$ cat config.mk
export PLATFORM = sky130hd
export DESIGN_NAME = accum_cpu_core
export DESIGN_NICKNAME = d
export VERILOG_FILES = /design/src/rtl/accum_cpu_core.sv
export SDC_FILE = /design/constraint.sdc
export NUM_CORES = 1
export LEC_CHECK = 0
export CAP_MARGIN = 10
export CELL_PAD_IN_SITES_DETAIL_PLACEMENT = 1
export CELL_PAD_IN_SITES_GLOBAL_PLACEMENT = 1
export CORE_MARGIN = 2
export CORE_UTILIZATION = 35
export CTS_BUF_LIST = sky130_fd_sc_hd__clkbuf_2 sky130_fd_sc_hd__clkbuf_4 sky130_fd_sc_hd__clkbuf_8
export CTS_CLUSTER_SIZE = 10
export DETAILED_ROUTE_END_ITERATION = 7
export DONT_BUFFER_PORTS = 1
export GPL_ROUTABILITY_DRIVEN = 0
export MAX_ROUTING_LAYER = met4
export PLACE_DENSITY = 0.59
export SYNTH_ARGS = -nofsm -noshare
export SYNTH_HDL_FRONTEND = slang
export SYNTH_SLANG_ARGS = --single-unit
$ cat constraint.sdc
create_clock -name clock -period 2.9 [get_ports clock]
set_input_delay 0 -clock clock [delete_from_list [all_inputs] [get_ports clock]]
set_output_delay 0 -clock clock [all_outputs]
set_load 0.03 [all_outputs]
$ cat src/rtl/accum_cpu_core.sv
// ============================================================================
//  Module   : accum_cpu_core
//  Brief    : Multi-cycle accumulator computer with FSM, ALU, memory,
//             program-load/debug ports and a saturating retired counter.
//  Revision : 1.0 - initial release
// ============================================================================
`default_nettype none

module accum_cpu_core #(
   parameter int DATA_W = 8,
   parameter int ADDR_W = 4,
   parameter int CNT_W  = 16
) (
   input  logic              clock,
   input  logic              reset,
   input  logic              start,
   input  logic              prog_we,
   input  logic [ADDR_W-1:0] prog_addr,
   input  logic [DATA_W-1:0] prog_data,
   input  logic [ADDR_W-1:0] dbg_addr,
   output logic [DATA_W-1:0] dbg_data,
   output logic [DATA_W-1:0] ac_out,
   output logic              e_out,
   output logic [ADDR_W-1:0] pc_out,
   output logic              busy,
   output logic              halted,
   output logic [CNT_W-1:0]  retired
);

   localparam logic [2:0] c_S_IDLE = 3'd0;
   localparam logic [2:0] c_S_T0   = 3'd1;
   localparam logic [2:0] c_S_T1   = 3'd2;
   localparam logic [2:0] c_S_T2   = 3'd3;
   localparam logic [2:0] c_S_T3   = 3'd4;
   localparam logic [2:0] c_S_T4   = 3'd5;
   localparam logic [2:0] c_S_HALT = 3'd6;

   localparam logic [3:0] c_OP_LDA = 4'h1;
   localparam logic [3:0] c_OP_STA = 4'h2;
   localparam logic [3:0] c_OP_ADD = 4'h3;
   localparam logic [3:0] c_OP_SUB = 4'h4;
   localparam logic [3:0] c_OP_AND = 4'h5;
   localparam logic [3:0] c_OP_OR  = 4'h6;
   localparam logic [3:0] c_OP_XOR = 4'h7;
   localparam logic [3:0] c_OP_JMP = 4'h8;
   localparam logic [3:0] c_OP_JZ  = 4'h9;
   localparam logic [3:0] c_OP_JC  = 4'hA;
   localparam logic [3:0] c_OP_INC = 4'hB;
   localparam logic [3:0] c_OP_CLA = 4'hC;
   localparam logic [3:0] c_OP_CMA = 4'hD;
   localparam logic [3:0] c_OP_CIL = 4'hE;
   localparam logic [3:0] c_OP_HLT = 4'hF;

   logic [2:0]        r_state;
   logic [2:0]        w_next;
   logic [ADDR_W-1:0] r_pc;
   logic [ADDR_W-1:0] r_ar;
   logic [DATA_W-1:0] r_ir;
   logic [DATA_W-1:0] r_dr;
   logic [DATA_W-1:0] r_ac;
   logic              r_e;
   logic [CNT_W-1:0]  r_retired;
   logic [DATA_W-1:0] r_mem [0:(2**ADDR_W)-1];

   logic [3:0]        w_op;
   logic [ADDR_W-1:0] w_addr;
   logic              w_mem_op;
   logic              w_is_sta;
   logic              w_accept;
   logic              w_prog_wr;
   logic              w_sta_wr;
   logic              w_retire;
   logic              w_busy;
   logic              w_halted;
   logic              w_mem_we;
   logic              w_unused_ir;

   assign w_op        = r_ir[DATA_W-1 -: 4];
   assign w_addr      = r_ir[ADDR_W-1:0];
   assign w_mem_op    = (w_op >= c_OP_LDA) && (w_op <= c_OP_XOR);
   assign w_is_sta    = (w_op == c_OP_STA);
   assign w_unused_ir = ^r_ir;

   always_ff @(posedge clock) begin
      if (reset) r_state <= c_S_IDLE;
      else       r_state <= w_next;
   end

   always_comb begin
      w_next = r_state;
      case (r_state)
         c_S_IDLE, c_S_HALT: if (start) w_next = c_S_T0;
         c_S_T0: w_next = c_S_T1;
         c_S_T1: w_next = c_S_T2;
         c_S_T2: begin
            if (w_op == c_OP_HLT) w_next = c_S_HALT;
            else if (w_mem_op)    w_next = c_S_T3;
            else                  w_next = c_S_T0;
         end
         c_S_T3: w_next = w_is_sta ? c_S_T0 : c_S_T4;
         c_S_T4: w_next = c_S_T0;
         default: w_next = c_S_IDLE;
      endcase
   end

   always_comb begin
      w_busy    = 1'b1;
      w_halted  = 1'b0;
      w_accept  = 1'b0;
      w_prog_wr = 1'b0;
      w_sta_wr  = 1'b0;
      w_retire  = 1'b0;
      case (r_state)
         c_S_IDLE, c_S_HALT: begin
            w_busy    = 1'b0;
            w_halted  = (r_state == c_S_HALT);
            w_accept  = start;
            w_prog_wr = prog_we;
         end
         c_S_T2: w_retire = !w_mem_op;
         c_S_T3: begin
            w_sta_wr = w_is_sta;
            w_retire = w_is_sta;
         end
         c_S_T4: w_retire = 1'b1;
         default: ;
      endcase
   end

   // Reset suppresses any write in the same cycle so memory survives an abort.
   assign w_mem_we = !reset && (w_prog_wr || w_sta_wr);

   always_ff @(posedge clock) begin
      if (w_mem_we) begin
         if (w_sta_wr) r_mem[r_ar]     <= r_ac;
         else          r_mem[prog_addr] <= prog_data;
      end
   end

   always_ff @(posedge clock) begin
      if (reset) begin
         r_pc      <= '0;
         r_ar      <= '0;
         r_ir      <= '0;
         r_dr      <= '0;
         r_ac      <= '0;
         r_e       <= 1'b0;
         r_retired <= '0;
      end else begin
         case (r_state)
            c_S_IDLE, c_S_HALT: begin
               if (w_accept) begin
                  r_pc      <= '0;
                  r_ac      <= '0;
                  r_e       <= 1'b0;
                  r_retired <= '0;
               end
            end
            c_S_T0: r_ar <= r_pc;
            c_S_T1: begin
               r_ir <= r_mem[r_ar];
               r_pc <= r_pc + ADDR_W'(1);
            end
            c_S_T2: begin
               r_ar <= w_addr;
               case (w_op)
                  c_OP_JMP: r_pc <= w_addr;
                  c_OP_JZ:  if (r_ac == '0) r_pc <= w_addr;
                  c_OP_JC:  if (r_e) r_pc <= w_addr;
                  c_OP_INC: {r_e, r_ac} <= {1'b0, r_ac} + (DATA_W+1)'(1);
                  c_OP_CLA: begin
                     r_ac <= '0;
                     r_e  <= 1'b0;
                  end
                  c_OP_CMA: r_ac <= ~r_ac;
                  c_OP_CIL: {r_e, r_ac} <= {r_ac, r_e};
                  default: ;
               endcase
            end
            c_S_T3: if (!w_is_sta) r_dr <= r_mem[r_ar];
            c_S_T4: begin
               case (w_op)
                  c_OP_LDA: r_ac <= r_dr;
                  c_OP_ADD: {r_e, r_ac} <= {1'b0, r_ac} + {1'b0, r_dr};
                  c_OP_SUB: {r_e, r_ac} <= {1'b0, r_ac} + {1'b0, ~r_dr} + (DATA_W+1)'(1);
                  c_OP_AND: r_ac <= r_ac & r_dr;
                  c_OP_OR:  r_ac <= r_ac | r_dr;
                  c_OP_XOR: r_ac <= r_ac ^ r_dr;
                  default: ;
               endcase
            end
            default: ;
         endcase
         if (w_retire && (r_retired != {CNT_W{1'b1}}))
            r_retired <= r_retired + CNT_W'(1);
      end
   end

   assign dbg_data = r_mem[dbg_addr];
   assign ac_out   = r_ac;
   assign e_out    = r_e;
   assign pc_out   = r_pc;
   assign busy     = w_busy;
   assign halted   = w_halted;
   assign retired  = r_retired;

endmodule

`default_nettype wire
==> flow_summary.toml <==
[outcome]
status = "completed"

[detailed_routing]
wl_per_cell_um = 24.5
dr_wl_met3_um = 1820
drtIter0Drc = 662
drt-vias-per-instance = 5.80
met1_length_um = 13600
met2_length_um = 15700
drc_errors = 0
vias = 7455
wirelength_um = 31500
antenna_left = 0
top_layer = "met4"
drtPass1Iterations = 5

[synthesis]
ys_types = 71
async_flop_share_pct = 0
synth.avg_cell_area_um2 = 12.2
synthTopCellsByArea = "edfxtp_1, mux4_2, dfxtp_1"
ys_warn_count = 0
yosys_most_used_dff = "edfxtp_1"
syn_nets = 897
synth_edf_count = 128
synthMuxAreaShare_pct = 19.2
synth.top_cell.area_share_pct = 37.2
synth_compound_area_share_pct = 12.0
synth.most_common_cell = "edfxtp_1"
synth_top_family_by_area = "multiplexers"
ys_seq_area_share_pct = 48.1
synth-adder-area-share_pct = 3.90
syn_area_mm2 = 0.0103
synthesis.instances = 846
ys_seq_elements = 184
yosys-top-cells-count = "edfxtp_1, mux4_2, nand2_1"
synth_area_leader_cell = "edfxtp_1"
yosys.area_share.simple_pct = 11.9
synth_xor_area_share_pct = 1.10

[worst_hold_path]
min_to = "retired[11]$_SDFFE_PP0P_"
hold_start = "reset"
hp-class = "in -> reg"
holdPathStages = 5

[clock_tree]
cts_buffers = 17
cts_setup_buffers = 0
cts_root_buf = "clkbuf_8"
ctsResizeCount = 0
cts_tree = "yes"
insertion_delay_ns = 0.48
cts.clk_slew.worst_paths_ns = 0.12
cts_max_path_buffers = 2
clock_sinks = 184
htreeDepth = 4
hold_buffers = 11

[worst_setup_path]
arrival_ns = 2.75
crit_slowest_cell = "dfxtp_1"
cp_cell_sequence = "nand2b_1 > nand4_1 > nor2_2 > mux2i_1 > buf_4 > nor3_1 > nor2b_1 > buf_4"
ff2ff_setup_slack_ns = 0.33
slowest_delay_ns = 0.53
cp_common_cell = "buf_4"
worstReg2RegEnd = "r_mem[7][0]$_DFFE_PP_"
r2r_cells = 8
cp_max_fo = 11
end_kind = "register"
critPathRequiredTime_ns = 3.07
cp-start-kind = "register"
crit-reg2reg-launch = "r_state[1]$_SDFFE_PP0P_"
cp_top_family = "simple AND/OR/NAND/NOR gates"
critical_path_class = "reg -> reg"
crit_buf_inv = 2

[floorplan]
dieWidth_um = 176
dieArea_mm2 = 0.0309
top_level_ports = 59
std_cell_rows = 62
core_mm2 = 0.0289
die_y_um = 176
initial_core_util_pct = 35.8

[final_layout]
final_nets = 940
syn2layout_area_growth_pct = 12.7
drive_above_1_share_pct = 22.5
n_antenna_cell = 0
fin_area_mm2 = 0.0116
fin_util_pct = 40.3
fin_cells = 1286

[sta]
min_period_ns = 2.57
fmax_mhz = 389
slew_headroom_pct = 51.3
rsz0062_at_grt = "no"
skew_ns = 0.0239
slew_violations = 0
min_period_over_period_pct = 88.8
setup_viol = 0
tns_ns = 0
hold_violations = 0
worst_pin_slew_ns = 0.728

[global_route]
antenna_found_initial = 0
grt_overflow = 0
grt_max_degree = 45
grt.total_usage_pct = 21.4
grt_first_pass_wirelength_um = 47500
grt_pass1_vias = 7505

[place]
post_dp_cell_area_mm2 = 0.0111
dp_cells = 1243
dp_hpwl_um = 21800
io_buffers = 0

[power]
totalPowerFinal_mw = 5.60
power_leakage_nw = 3.81
powerDensity_mw_per_mm2 = 481
peakVddDrop_mv = 0.275

[job]
cap_viol_max_count = 0
## cells in the final DEF (no fill, tap or decap), drive strengths merged, types with 4 or more instances in the layout
cell         count
a2111oi          4
a211oi           8
a21o             4
a21oi           54
a22o            13
a311oi           4
a31oi           15
and2             9
and3             8
buf             71
clkbuf          17
clkinv           5
dfxtp           56
dlygate4sd3     10
edfxtp         128
ha              29
inv             48
mux2             4
mux2i           14
mux4            80
nand2           67
nand2b          16
nand3           19
nand4            5
nor2            52
nor2b           11
nor3            12
nor3b            5
nor4             5
nor4b            4
o211ai           5
o21ai           39
o22ai            4
o32ai            5
or3              9
xnor2           10
## report_power, final
part           internal [mW]  leakage, nW  switching [mW]
logic                  0.343         1.96           0.492
clock network          0.679        0.211            1.16
registers               2.87         1.65          0.0570
## cell type report
class	instances	area [um^2]
Fill cell	3083	17200
Multi-Input combinational cell	567	4970
Sequential cell	184	4970
Timing Repair Buffer	81	658
Tap cell	384	480
Clock buffer	17	234
Clock inverter	15	183
Inverter	38	143
## metal layers
metal / track usage [%] / vias to the layer above
li1: - / 3362
met1: 27.9 / 3859
met2: 34.9 / 210
met3: 4.39 / 24
met4: 4.44 / 0
met5: - / -
## worst max path at each step
stage,from,end,cells after the start
after floorplan,ac_out[2]$_SDFFE_PP0P_,e_out$_SDFFE_PP0P_,10
after global placement,r_dr[4]$_SDFFE_PP0P_,e_out$_SDFFE_PP0P_,8
after detailed placement,r_dr[4]$_SDFFE_PP0P_,e_out$_SDFFE_PP0P_,8
after CTS,r_dr[4]$_SDFFE_PP0P_,e_out$_SDFFE_PP0P_,8
after global routing,r_state[1]$_SDFFE_PP0P_,r_mem[2][1]$_DFFE_PP_,6
final,r_state[1]$_SDFFE_PP0P_,r_mem[7][0]$_DFFE_PP_,8
## state kept, by name, indices dropped and copies added, names as in the netlist, named ones only
signal	count
r_mem	128
r_ar	4
ac_out	8
r_dr	8
r_ir	8
r_state	3
pc_out	4
retired	16
e_out	1
## kinds of logic (layout without fill, tap and decap cells)
logic type | Yosys count | count (layout)
and+or+nand+nor | 237 | 237
adders and majority gates | 31 | 31
buffers and inverters | 95 | 151
DFF | 184 | 184
xor gates and xnor gates | 13 | 13
AOI/OAI and AO/OA | 188 | 188
muxes | 98 | 98
## worst reg2reg max path: stages (launching register included)
cell,delay [ns]
dfxtp_1,0.53
nand2b_1,0.19
nand4_1,0.23
nor2_2,0.19
mux2i_1,0.11
buf_4,0.15
nor3_1,0.43
nor2b_1,0.25
buf_4,0.21
## through the flow
step           hold WS [ns]  worst slack (ns)
2_1_floorplan         0.226             0.305
3_3_place_gp         0.0729             0.437
3_5_place_dp         0.0775             0.378
4_1_cts              0.0231             0.359
5_1_grt              0.0503             0.144
6_report             0.0532             0.326
No activity file was read; power rests on OpenSTA's default activity.
